## config.mk

```make
export PLATFORM = sky130hd
export DESIGN_NAME = cacheline_arbiter
export DESIGN_NICKNAME = d
export VERILOG_FILES = /design/src/rtl/cacheline_arbiter.sv
export SDC_FILE = /design/constraint.sdc
export NUM_CORES = 1
export LEC_CHECK = 0
export ABC_AREA = 1
export ABC_CLOCK_PERIOD_IN_PS = 2000
export CAP_MARGIN = 20
export CORE_AREA = 2 2 536 538
export CTS_CLUSTER_SIZE = 24
export DETAILED_ROUTE_END_ITERATION = 10
export DIE_AREA = 0 0 538 540
export MAX_ROUTING_LAYER = met4
export SYNTH_ARGS = -nofsm -noshare
export SYNTH_HDL_FRONTEND = slang
export SYNTH_SLANG_ARGS = --single-unit
```

## constraint.sdc

```tcl
create_clock -name clk -period 2 [get_ports clk]
set_input_delay 0.2 -clock clk [delete_from_list [all_inputs] [get_ports clk]]
set_output_delay 0.2 -clock clk [all_outputs]
set_load 0.02 [all_outputs]
```

## src/rtl/cacheline_arbiter.sv

```systemverilog
// Shares one burst memory port between icache fills and dcache fills/writebacks, one line at a time.
// Command one cycle after a grant; *_resp combinational on mem_resp. CACHELINE_ARBITER_RR_EN selects round-robin ties.
module cacheline_arbiter #(
  parameter int ADDR_W = 32,
  parameter int LINE_W = 256
) (
  input  logic              clk,
  input  logic              rst,
  input  logic              i_read,
  input  logic [ADDR_W-1:0] i_address,
  output logic [LINE_W-1:0] i_rdata,
  output logic              i_resp,
  input  logic              d_read,
  input  logic              d_write,
  input  logic [ADDR_W-1:0] d_address,
  input  logic [LINE_W-1:0] d_wdata,
  output logic [LINE_W-1:0] d_rdata,
  output logic              d_resp,
  output logic              mem_read,
  output logic              mem_write,
  output logic [ADDR_W-1:0] mem_address,
  output logic [LINE_W-1:0] mem_wdata,
  input  logic [LINE_W-1:0] mem_rdata,
  input  logic              mem_resp
);

  typedef enum logic [1:0] {IDLE, I_BUSY, D_BUSY, RECOVER} state_t;

  state_t            r_state;
  logic [ADDR_W-1:0] r_addr;
  logic [LINE_W-1:0] r_wdata;
  logic              r_mem_read;
  logic              r_mem_write;
  logic              w_i_req;
  logic              w_d_req;
  logic              w_grant_d;

  assign w_i_req = i_read;
  assign w_d_req = d_read | d_write;

`ifdef CACHELINE_ARBITER_RR_EN
  // 1 = dcache was granted last; resets to icache so the first tie goes to the dcache.
  logic r_last_grant;

  assign w_grant_d = w_d_req & (~w_i_req | ~r_last_grant);

  always_ff @(posedge clk or negedge rst) begin
    if (!rst) begin
      r_last_grant <= 1'b0;
    end else if (r_state == IDLE && (w_i_req || w_d_req)) begin
      r_last_grant <= w_grant_d;
    end
  end
`else
  assign w_grant_d = w_d_req;
`endif

  always_ff @(posedge clk or negedge rst) begin
    if (!rst) begin
      r_state     <= IDLE;
      r_addr      <= '0;
      r_wdata     <= '0;
      r_mem_read  <= 1'b0;
      r_mem_write <= 1'b0;
    end else begin
      case (r_state)
        IDLE: begin
          if (w_i_req || w_d_req) begin
            r_addr      <= w_grant_d ? d_address : i_address;
            r_wdata     <= d_wdata;
            // a simultaneous d_read is dropped in favour of the writeback
            r_mem_write <= w_grant_d & d_write;
            r_mem_read  <= ~(w_grant_d & d_write);
            r_state     <= w_grant_d ? D_BUSY : I_BUSY;
          end
        end
        I_BUSY, D_BUSY: begin
          if (mem_resp) begin
            r_mem_read  <= 1'b0;
            r_mem_write <= 1'b0;
            r_state     <= RECOVER;
          end
        end
        RECOVER: r_state <= IDLE;
        default: r_state <= IDLE;
      endcase
    end
  end

  assign mem_read    = r_mem_read;
  assign mem_write   = r_mem_write;
  assign mem_address = r_addr;
  assign mem_wdata   = r_wdata;

  assign i_resp  = (r_state == I_BUSY) & mem_resp;
  assign d_resp  = (r_state == D_BUSY) & mem_resp;
  assign i_rdata = mem_rdata;
  assign d_rdata = mem_rdata;

endmodule

```

==> out/metrics.cfg, run 1 <==
[yosys]
yosysWarnings = 0
synthCells = 1878
synth_area_leaders = dfrtp_1 (47%), buf_4 (26%), nand2_1 (23%), buf_2 (1.3%), o21ai_0 (1.1%)
synth_xor_area_frac = 0
yosys-mux-area-fraction = 0
yosysTopAreaCellShare = 0.474
ys_types = 16
yosysTopAreaCell = dfrtp_1
syn_area_per_cell_sq_um = 8.21
synth_compound_area_frac = 0.0123
ys_seq_elements = 292
syn-cell-area_sq_mm = 0.0154
synth_adder_area_share = 0.00325
synth_nets = 2464
synth_top_family_by_area = buffers and inverters
ys_seq_area_frac = 0.474
synth-simple-area-share = 0.232

[floorplan]
start_util = 0.0542
die_area_sq_mm = 0.291
fp.coreArea_sq_mm = 0.284
chipHeight_um = 540
io_pins = 1386
rows = 196
die_x_um = 538

[hold_path]
worstHoldPathType = in2reg
hold_start = d_wdata[55]
holdPathEnd = mem_wdata[55]$_DFFE_PN0P_
holdPathStages = 3

[clock_tree]
ctsLongestPathBuffers = 3
cts_root_buf = clkbuf_16
cts_tree = built
cts.clk_slew.worst_paths_ps = 60
clock-sinks = 292
htreeDepth = 2
numCtsBuffers = 45
worstSkewPairLatency_ps = 710

[power_and_ir_drop]
switching_power_uw = 20900
power_density_mw_per_mm2 = 1610
power_frac_clock = 0.208
sw_frac_of_total = 0.504
p_leak_uw = 0.0111
p_int_uw = 20500
peakVddDrop_uv = 726
sequentialPowerShare = 0.254
pwr-share-comb = 0.538

[critical_path]
rrSetupSlack_ps = 120
worst_path_largest_cell_delay_ps = 670
worstPathCellList = dlygate4sd2_1
cp_num_buf_inv = 1
crit_arrival_ps = 1760
path_class = reg2out
slowest_stage = dlygate4sd2_1
startpoint_type = flop
required_ps = 1800
cp-end-kind = primary output
reg2reg_from = r_state[1]$_DFFE_PN0P_
reg2regPathDepth = 9
worstPathMaxFanout = 2
path_delay_family = buffers and inverters
r2r-end = mem_wdata[22]$_DFFE_PN0P_

[timing]
fin_worst_skew_ps = 57.4
drv_slew = 0
fmax_mhz = 511
period_share = 0.978
hold_viol_final = 0
setup_viol = 0
finalSetupTns_ps = 0
period_needed_ps = 1960
rsz0062_at_grt = false
slew_headroom = 0.543
tightest_slew_ps = 688

[layout]
area_delta_synth_final_pct = 67.3
final_cell_mix = nand2_1 (941), clkdlybuf4s50_1 (377), dfrtp_1 (292)
fill_cells = 33200
multiInputGateArea_sq_mm = 0.00382
final_common_cell = nand2_1
layout-drive-gt1-share = 0.0975
final_nets = 2777
ff_latch_area_sq_mm = 0.00731
final_core_util = 0.0906

[route]
vias = 14200
drc = 0
route.final.wire_length_um = 217000
via_per_inst = 2.35
drt-pass1-iter-count = 6
antenna_left = 0
first_iter_violations = 744
drt-wirelength-per-cell_um = 36.1

[grt]
grt_max_degree = 54
top_usage_layer = met2
grt_overflow = 0
grt_usage = 0.148
gr-usage-met2 = 0.204
antenna_found_initial = 142
grt_use_met3 = 0.197
use_met1 = 0.109
grt_pass1_wl_um = 248000
grt_pass1_vias = 14000

[job]
cap_violations = 0

[placed_design]
place_congestion = 0.815
dp_hpwl_um = 200000
io_buffers = 617

[run_status]
status = complete, no violations

==> cell usage after synthesis (all sizes together) <==
| library cell | n |
|---|---|
| dfrtp | 292 |
| o21ai | 35 |
| clkbuf | 15 |
| a21oi | 2 |
| nor2 | 4 |
| ha | 4 |
| buf | 570 |
| nand3 | 2 |
| nand4 | 2 |
| nand2 | 941 |
| inv | 11 |
==> power groups by stage <==
stage / combinational [uW] / sequential (uW) / clock [uW]
final: 22300 / 10500 / 8610
after global placement: 23100 / 10600 / 0
after floorplan: 6690 / 13900 / 0
after CTS: 22400 / 10500 / 9030
after global routing: 24300 / 10900 / 9190
after detailed placement: 23200 / 10600 / 0
==> worst register-to-register path, cell delays in order (launching register included) <==
cell	delay [ps]
dfrtp_1	410
inv_2	90
ha_1	170
inv_1	100
a21oi_4	200
buf_12	190
inv_16	110
buf_12	280
nand2_1	150
nand2_1	70
==> worst max path at each step <==
stage / from / to / slack (ps) / depth (start not counted)
after floorplan: r_state[0]$_DFFE_PN0P_ / mem_wdata[100]$_DFFE_PN0P_ / 510 / 10
after global placement: r_state[0]$_DFFE_PN0P_ / mem_wdata[158]$_DFFE_PN0P_ / 130 / 9
after detailed placement: r_state[1]$_DFFE_PN0P_ / mem_wdata[208]$_DFFE_PN0P_ / 80 / 8
after CTS: mem_address[15]$_DFFE_PN0P_ / mem_address[15] / 3 / 1
after global routing: mem_address[0]$_DFFE_PN0P_ / mem_address[0] / 0.4 / 1
final: mem_wdata[29]$_DFFE_PN0P_ / mem_wdata[29] / 40 / 1
==> flip-flops by register name, summed over array words and instances (netlist names) <==
signal,count
mem_address,32
mem_read,1
mem_write,1
r_state,2
mem_wdata,256
==> per-stage QoR <==
step           hold slack, ps  cell area (sq um)  cells  setup slack, ps  total power, uW
4_1_cts                0.0985              25600   5979             3.00            42000
5_1_grt                  36.3              25800   6017            0.410            44400
3_3_place_gp              212              22600   5728              126            33600
3_5_place_dp              178              22600   5728             75.9            33800
6_report                 72.7              25800   6019             44.3            41400
2_1_floorplan           -95.6              15400   1878              514            20600
==> final cells by class <==
class                           count  area share
Timing Repair Buffer              851       0.321
Sequential cell                   292       0.283
Tap cell                         3762       0.183
Multi-Input combinational cell    990       0.148
Clock buffer                       59      0.0481
Clock inverter                     22      0.0109
Antenna cell                       32     0.00311
Inverter                           11     0.00223
==> per-layer routing <==
metal | up-vias | part of all wire | routed length [um]
met5 | - | 0 | 0
li1 | 5858 | - | -
met3 | 465 | 0.30 | 64900
met2 | 1709 | 0.40 | 85900
met1 | 6127 | 0.26 | 57300
met4 | 0 | 0.041 | 8940
==> cells by family after synthesis <==
| logic type | Yosys count |
|---|---|
| and+or+nand+nor | 949 |
| buffers and inverters | 596 |
| DFF | 292 |
| AOI/OAI and AO/OA | 37 |
| adders and majority gates | 4 |
==> timing repair <==
item,in CTS,in global routing
hold endpoints to repair,441,0
setup endpoints to repair,170,98
hold buffers,169,0
gates cloned,0,2
setup buffers,1,6
resized for setup,178,11
Note: power is estimated with default switching activity, not from simulation.
==> run 2: changes to the inputs <==
ABC_CLOCK_PERIOD_IN_PS = 1700   (was 2000)
CORE_AREA = 2 2 547 549   (was 2 2 536 538)
DIE_AREA = 0 0 549 551   (was 0 0 538 540)
MAX_ROUTING_LAYER = not set   (was met4)
clock period = 1.7 ns   (was 2 ns; I/O delays follow)
==> out/metrics.cfg, run 2 (synthesis gave the netlist of run 1 again) <==
[power_and_ir_drop]
peakVddDrop_uv = 709  ; -2.5%
power_uw = 55900  ; +35%
power_density_mw_per_mm2 = 1950  ; +21%
p_leak_uw = 0.0121  ; +9.1%

[critical_path]
critPathLaunch = r_state[1]$_DFFE_PN0P_
reg2regPathDepth = 11  ; +2
reg2reg_from = r_state[1]$_DFFE_PN0P_
required_ps = 2270  ; +470 ps
path_class = reg2reg
rrSetupSlack_ps = -180  ; -300 ps
cp-end-kind = flop
worstPathMaxFanout = 7  ; +5
crit_arrival_ps = 2450  ; +690 ps
startpoint_type = flop

[layout]
final_cell_mix = nand2_1 (809), clkdlybuf4s50_1 (324), dfrtp_1 (292)
area_delta_synth_final_pct = 85.8
finalInstanceArea_sq_mm = 0.0286  ; +11%
layout-drive-gt1-share = 0.239  ; +0.141
final_nets = 2886  ; +3.9%
largest_register_ffs = 256  ; unchanged
final_common_cell = nand2_1
fill_cells = 34400  ; +3.6%
final_core_util = 0.0966  ; +0.00603

[grt]
grt_overflow = 0  ; unchanged
grt_max_degree = 46  ; -15%
antenna_found_initial = 161  ; +13%
grt_pass1_vias = 14400  ; +2.5%
grt_usage = 0.144  ; -0.00425
grt_pass1_wl_um = 256000  ; +3.4%

[floorplan]
rows = 200  ; +2.0%
fp.coreArea_sq_mm = 0.296  ; +4.2%
start_util = 0.0520  ; -0.00216
io_pins = 1386  ; unchanged
die_area_sq_mm = 0.302  ; +4.1%
die_x_um = 549  ; +2.0%
chipHeight_um = 551  ; +2.0%

[placed_design]
dp_hpwl_um = 207000  ; +3.5%
dp_slack_ps = -737  ; -813 ps
place_area_sq_mm = 0.0228  ; +0.92%
io_buffers = 617  ; unchanged
place_congestion = 0.790  ; -3.2%

[timing]
period_needed_ps = 1880
setup_ws_ps = -179  ; -224 ps
period_share = 1.11
hold_viol_final = 0  ; unchanged
fmax_mhz = 532
slew_headroom = 0.514  ; -0.0293
fin_worst_skew_ps = 42.9  ; -14.5 ps
drv_slew = 0  ; unchanged
rsz0062_at_grt = true
tightest_slew_ps = 727  ; +38.8 ps
setup_viol = 284  ; +284

[clock_tree]
cts_root_buf = clkbuf_16
numCtsBuffers = 45  ; unchanged
clock-sinks = 292  ; unchanged
htreeDepth = 2  ; unchanged
cts_tree = built
worstSkewPairLatency_ps = 720  ; about the same
cts.clk_slew.worst_paths_ps = 60  ; about the same
ctsLongestPathBuffers = 3  ; unchanged

[hold_path]
holdPathStages = 3  ; unchanged
worstHoldPathType = in2reg
hold_start = d_wdata[26]

[route]
via_per_inst = 2.37  ; +0.94%
route.final.wire_length_um = 234000  ; +7.8%
drt-pass1-iter-count = 5  ; -1
drc = 0  ; unchanged
vias = 15000  ; +5.7%
drt-wirelength-per-cell_um = 37.1  ; +3.0%
antenna_left = 0  ; unchanged
first_iter_violations = 861  ; +16%

[job]
cap_violations = 0  ; unchanged

[run_status]
violations = setup timing
status = complete, but fails checks

[run 2: cell count changes in the layout (fill, tap and decap cells not counted), moves of 33 or more]
| cell | previous run | this run |
|---|---|---|
| clkdlybuf4s50_1 | 377 | 324 |
| dlygate4sd3_1 | 169 | 219 |
| nand2_2 | 0 | 101 |
| nand2_1 | 941 | 809 |
| buf_4 | 112 | 159 |
| dlygate4sd2_1 | 163 | 47 |
| clkdlybuf4s15_1 | 2 | 35 |
| clkdlybuf4s15_2 | 0 | 59 |
[run 2: power by group]
part	internal (uW)	switching [uW]	total (uW)
Sequential	10400	2360	12800
Combinational	12100	20600	32700
Clock	5740	4560	10300
[run 2: final cells by class]
type                    instances  area [sq um]  share of cell area
repair buffers                955         10200               0.358
flip-flops and latches        292          7310               0.255
inverters                      11          75.1             0.00262
well taps                    3939          4930               0.172
repair inverters                5           110             0.00385
clock inverters                27           307              0.0107
diodes                         25          62.6             0.00218
multi-input cells             990          4350               0.152
clock buffers                  56          1250              0.0436
[run 2: path summary, 6_finish.rpt]
check / to
hold reg to reg: mem_wdata[217]$_DFFE_PN0P_
setup / recovery: mem_wdata[214]$_DFFE_PN0P_
max in group asynchronous: mem_wdata[243]$_DFFE_PN0P_
setup reg to reg: mem_wdata[214]$_DFFE_PN0P_
min in group asynchronous: mem_wdata[103]$_DFFE_PN0P_
hold / removal: mem_wdata[26]$_DFFE_PN0P_
[run 2: layer usage]
metal / share of wire / vias to the layer above / GRT usage
met3: 0.31 / 561 / 0.209
met5: 0.0021 / - / 0.00704
li1: - / 6091 / -
met2: 0.38 / 1819 / 0.198
met4: 0.055 / 36 / 0.0639
met1: 0.25 / 6452 / 0.102
[run 2: through the flow]
stage	setup TNS, ps	instances	hold slack (ps)
after floorplan	0	1878	-126
after global placement	-173770	5914	29.0
after detailed placement	-165890	5914	30.7
after CTS	-35080	6236	0.430
after global routing	-52670	6288	57.5
final	-28350	6300	80.7
[run 2: worst max-delay path, cell delays in order (launching register included)]
cell,delay [ps]
dfrtp_1,410
inv_2,100
ha_4,170
inv_6,50
a21oi_4,130
buf_12,140
buf_16,180
buf_12,150
inv_16,70
clkbuf_16,180
nand2_1,60
nand2_1,40
[run 2: timing repair]
item / 4_1_cts / 5_1_grt
pin swaps: 1 / 14
gates resized for setup: 413 / 206
hold buffers: 219 / 0
endpoints found under the hold margin: 509 / 0
endpoints found under the setup margin: 437 / 291
setup buffers: 9 / 7
gates cloned: 11 / 34
==> run 3: changes to the inputs <==
CTS_BUF_LIST = sky130_fd_sc_hd__clkbuf_8   (was not set)
==> out/metrics.cfg, run 3 (synthesis gave the netlist of run 1 again) <==
[route]
drt-pass1-iter-count = 5  ; unchanged
antenna_left = 0  ; unchanged
vias = 15300  ; +2.2%
via_per_inst = 2.37  ; about the same
first_iter_violations = 891  ; +3.5%
drt-wirelength-per-cell_um = 35.8  ; -3.6%
drc = 0  ; unchanged
route.final.wire_length_um = 231000  ; -1.5%

[timing]
period_needed_ps = 1920  ; +43.7 ps
slew_headroom = 0.635  ; +0.121
tightest_slew_ps = 546  ; -181 ps
setup_ws_ps = -223  ; -43.7 ps
setup_viol = 285  ; +0.35%
fin_worst_skew_ps = 106  ; +62.7 ps
finalSetupTns_ps = -37320  ; -8970 ps
fmax_mhz = 520  ; -2.3%
drv_slew = 0  ; unchanged
period_share = 1.13  ; +0.0257
hold_viol_final = 0  ; unchanged
rsz0062_at_grt = true

[clock_tree]
numCtsBuffers = 72  ; +60%
cts_root_buf = clkbuf_8
cts.clk_slew.worst_paths_ps = 60  ; about the same
cts_tree = built
htreeDepth = 3  ; +1
ctsLongestPathBuffers = 4  ; +1
worstSkewPairLatency_ps = 890  ; +170 ps
clock-sinks = 292  ; unchanged

[hold_path]
worstHoldPathType = in2reg
hold_start = d_wdata[205]

[power_and_ir_drop]
p_int_uw = 27800  ; -1.9%
switching_power_uw = 26100  ; -5.4%
p_leak_uw = 0.0125  ; +2.6%
peakVddDrop_uv = 766  ; +8.1%
sw_frac_of_total = 0.484  ; -0.00907
power_density_mw_per_mm2 = 1870  ; -4.1%
sequentialPowerShare = 0.237  ; +0.008
pwr-share-comb = 0.594  ; +0.008
power_frac_clock = 0.169  ; -0.015

[placed_design]
place_congestion = 0.790  ; unchanged
dp_hpwl_um = 207000  ; unchanged
place_area_sq_mm = 0.0228  ; unchanged
io_buffers = 617  ; unchanged
dp_slack_ps = -737  ; unchanged
place_inst = 5914  ; unchanged

[run_status]
status = complete, but fails checks
violations = setup timing

[job]
cap_violations = 0  ; unchanged

[grt]
grt_pass1_vias = 15300  ; +6.5%
grt_overflow = 0  ; unchanged
grt_pass1_wl_um = 261000  ; +1.6%
grt_usage = 0.145  ; +0.00171
grt_max_degree = 46  ; unchanged
antenna_found_initial = 158  ; -1.9%

[critical_path]
path_class = reg2reg
critPathLaunch = r_state[1]$_DFFE_PN0P_
startpoint_type = flop
required_ps = 2420  ; +150 ps
worstPathMaxFanout = 8  ; +1
cp-end-kind = flop
reg2reg_from = r_state[1]$_DFFE_PN0P_
crit_arrival_ps = 2640  ; +190 ps

[floorplan]
io_pins = 1386  ; unchanged
fp.coreArea_sq_mm = 0.296  ; unchanged
die_x_um = 549  ; unchanged
chipHeight_um = 551  ; unchanged
start_util = 0.0520  ; unchanged
die_area_sq_mm = 0.302  ; unchanged
rows = 200  ; unchanged

[layout]
area_delta_synth_final_pct = 86.8
fill_cells = 34400  ; +0.23%
final_nets = 3017  ; +4.5%
finalInstanceArea_sq_mm = 0.0288  ; +0.55%
stdcell_count = 6437  ; +2.2%
largest_register_ffs = 256  ; unchanged
final_common_cell = nand2_1
layout-drive-gt1-share = 0.246  ; +0.00748
final_cell_mix = nand2_1 (885), clkdlybuf4s50_1 (324), dlygate4sd3_1 (298)

[run 3: final timing paths]
kind | to | slack [ps] | depth (start not counted)
setup / recovery | mem_wdata[215]$_DFFE_PN0P_ | -220 | 13
min in group asynchronous | mem_wdata[79]$_DFFE_PN0P_ | 450 | 4
hold / removal | mem_wdata[205]$_DFFE_PN0P_ | 80 | 3
hold reg to reg | mem_wdata[219]$_DFFE_PN0P_ | 460 | 2
setup reg to reg | mem_wdata[215]$_DFFE_PN0P_ | -220 | 13
max in group asynchronous | mem_wdata[226]$_DFFE_PN0P_ | 480 | 6
[run 3: per-stage QoR]
stage	utilization	hold slack [ps]	total power (uW)
floorplan	-	-126	24200
global placement	0.0768	29.0	39200
detailed placement	0.0768	30.7	39300
CTS	0.0948	2.86	53500
global route	0.0970	64.8	57600
finish	0.0972	79.1	53800
[run 3: power groups by stage]
stage / sequential, uW / clock (uW) / combinational, uW
4_1_cts: 12600 / 9640 / 31300
2_1_floorplan: 16400 / 0 / 7870
3_5_place_dp: 12600 / 0 / 26800
6_report: 12700 / 9110 / 32000
3_3_place_gp: 12500 / 0 / 26700
5_1_grt: 13100 / 9810 / 34700
[run 3: worst max-delay path: stages (launching register included)]
cell and delay (ps):
dfrtp_1 400, inv_2 70, buf_4 110, ha_4 160, inv_6 50, a21oi_4 130
buf_12 150, buf_16 140, inv_16 50, buf_16 180, buf_12 140, buf_16 140
nand2_1 50, nand2_1 40
[run 3: layout make-up]
class	count	area [sq um]	share of cell area
inverters	11	65.1	0.00226
clock buffers	82	1130	0.0392
repair buffers	1062	11000	0.381
clock inverters	29	250	0.00869
flip-flops and latches	292	7310	0.254
well taps	3939	4930	0.171
diodes	30	75.1	0.00261
repair inverters	2	50.0	0.00174
multi-input cells	990	4020	0.140
[run 3: what timing repair did]
item	in CTS	in global routing
hold buffers	299	0
endpoints found under the setup margin	492	344
endpoints found under the hold margin	572	0
gates resized for setup	902	88
gates cloned	17	16
buffers inserted	45	7
pin swaps	1	3
[run 3: layer usage]
metal  share of wire  GRT usage
met1            0.25      0.102
met2            0.38      0.202
met3            0.31      0.211
met4           0.054     0.0625
met5          0.0019    0.00641
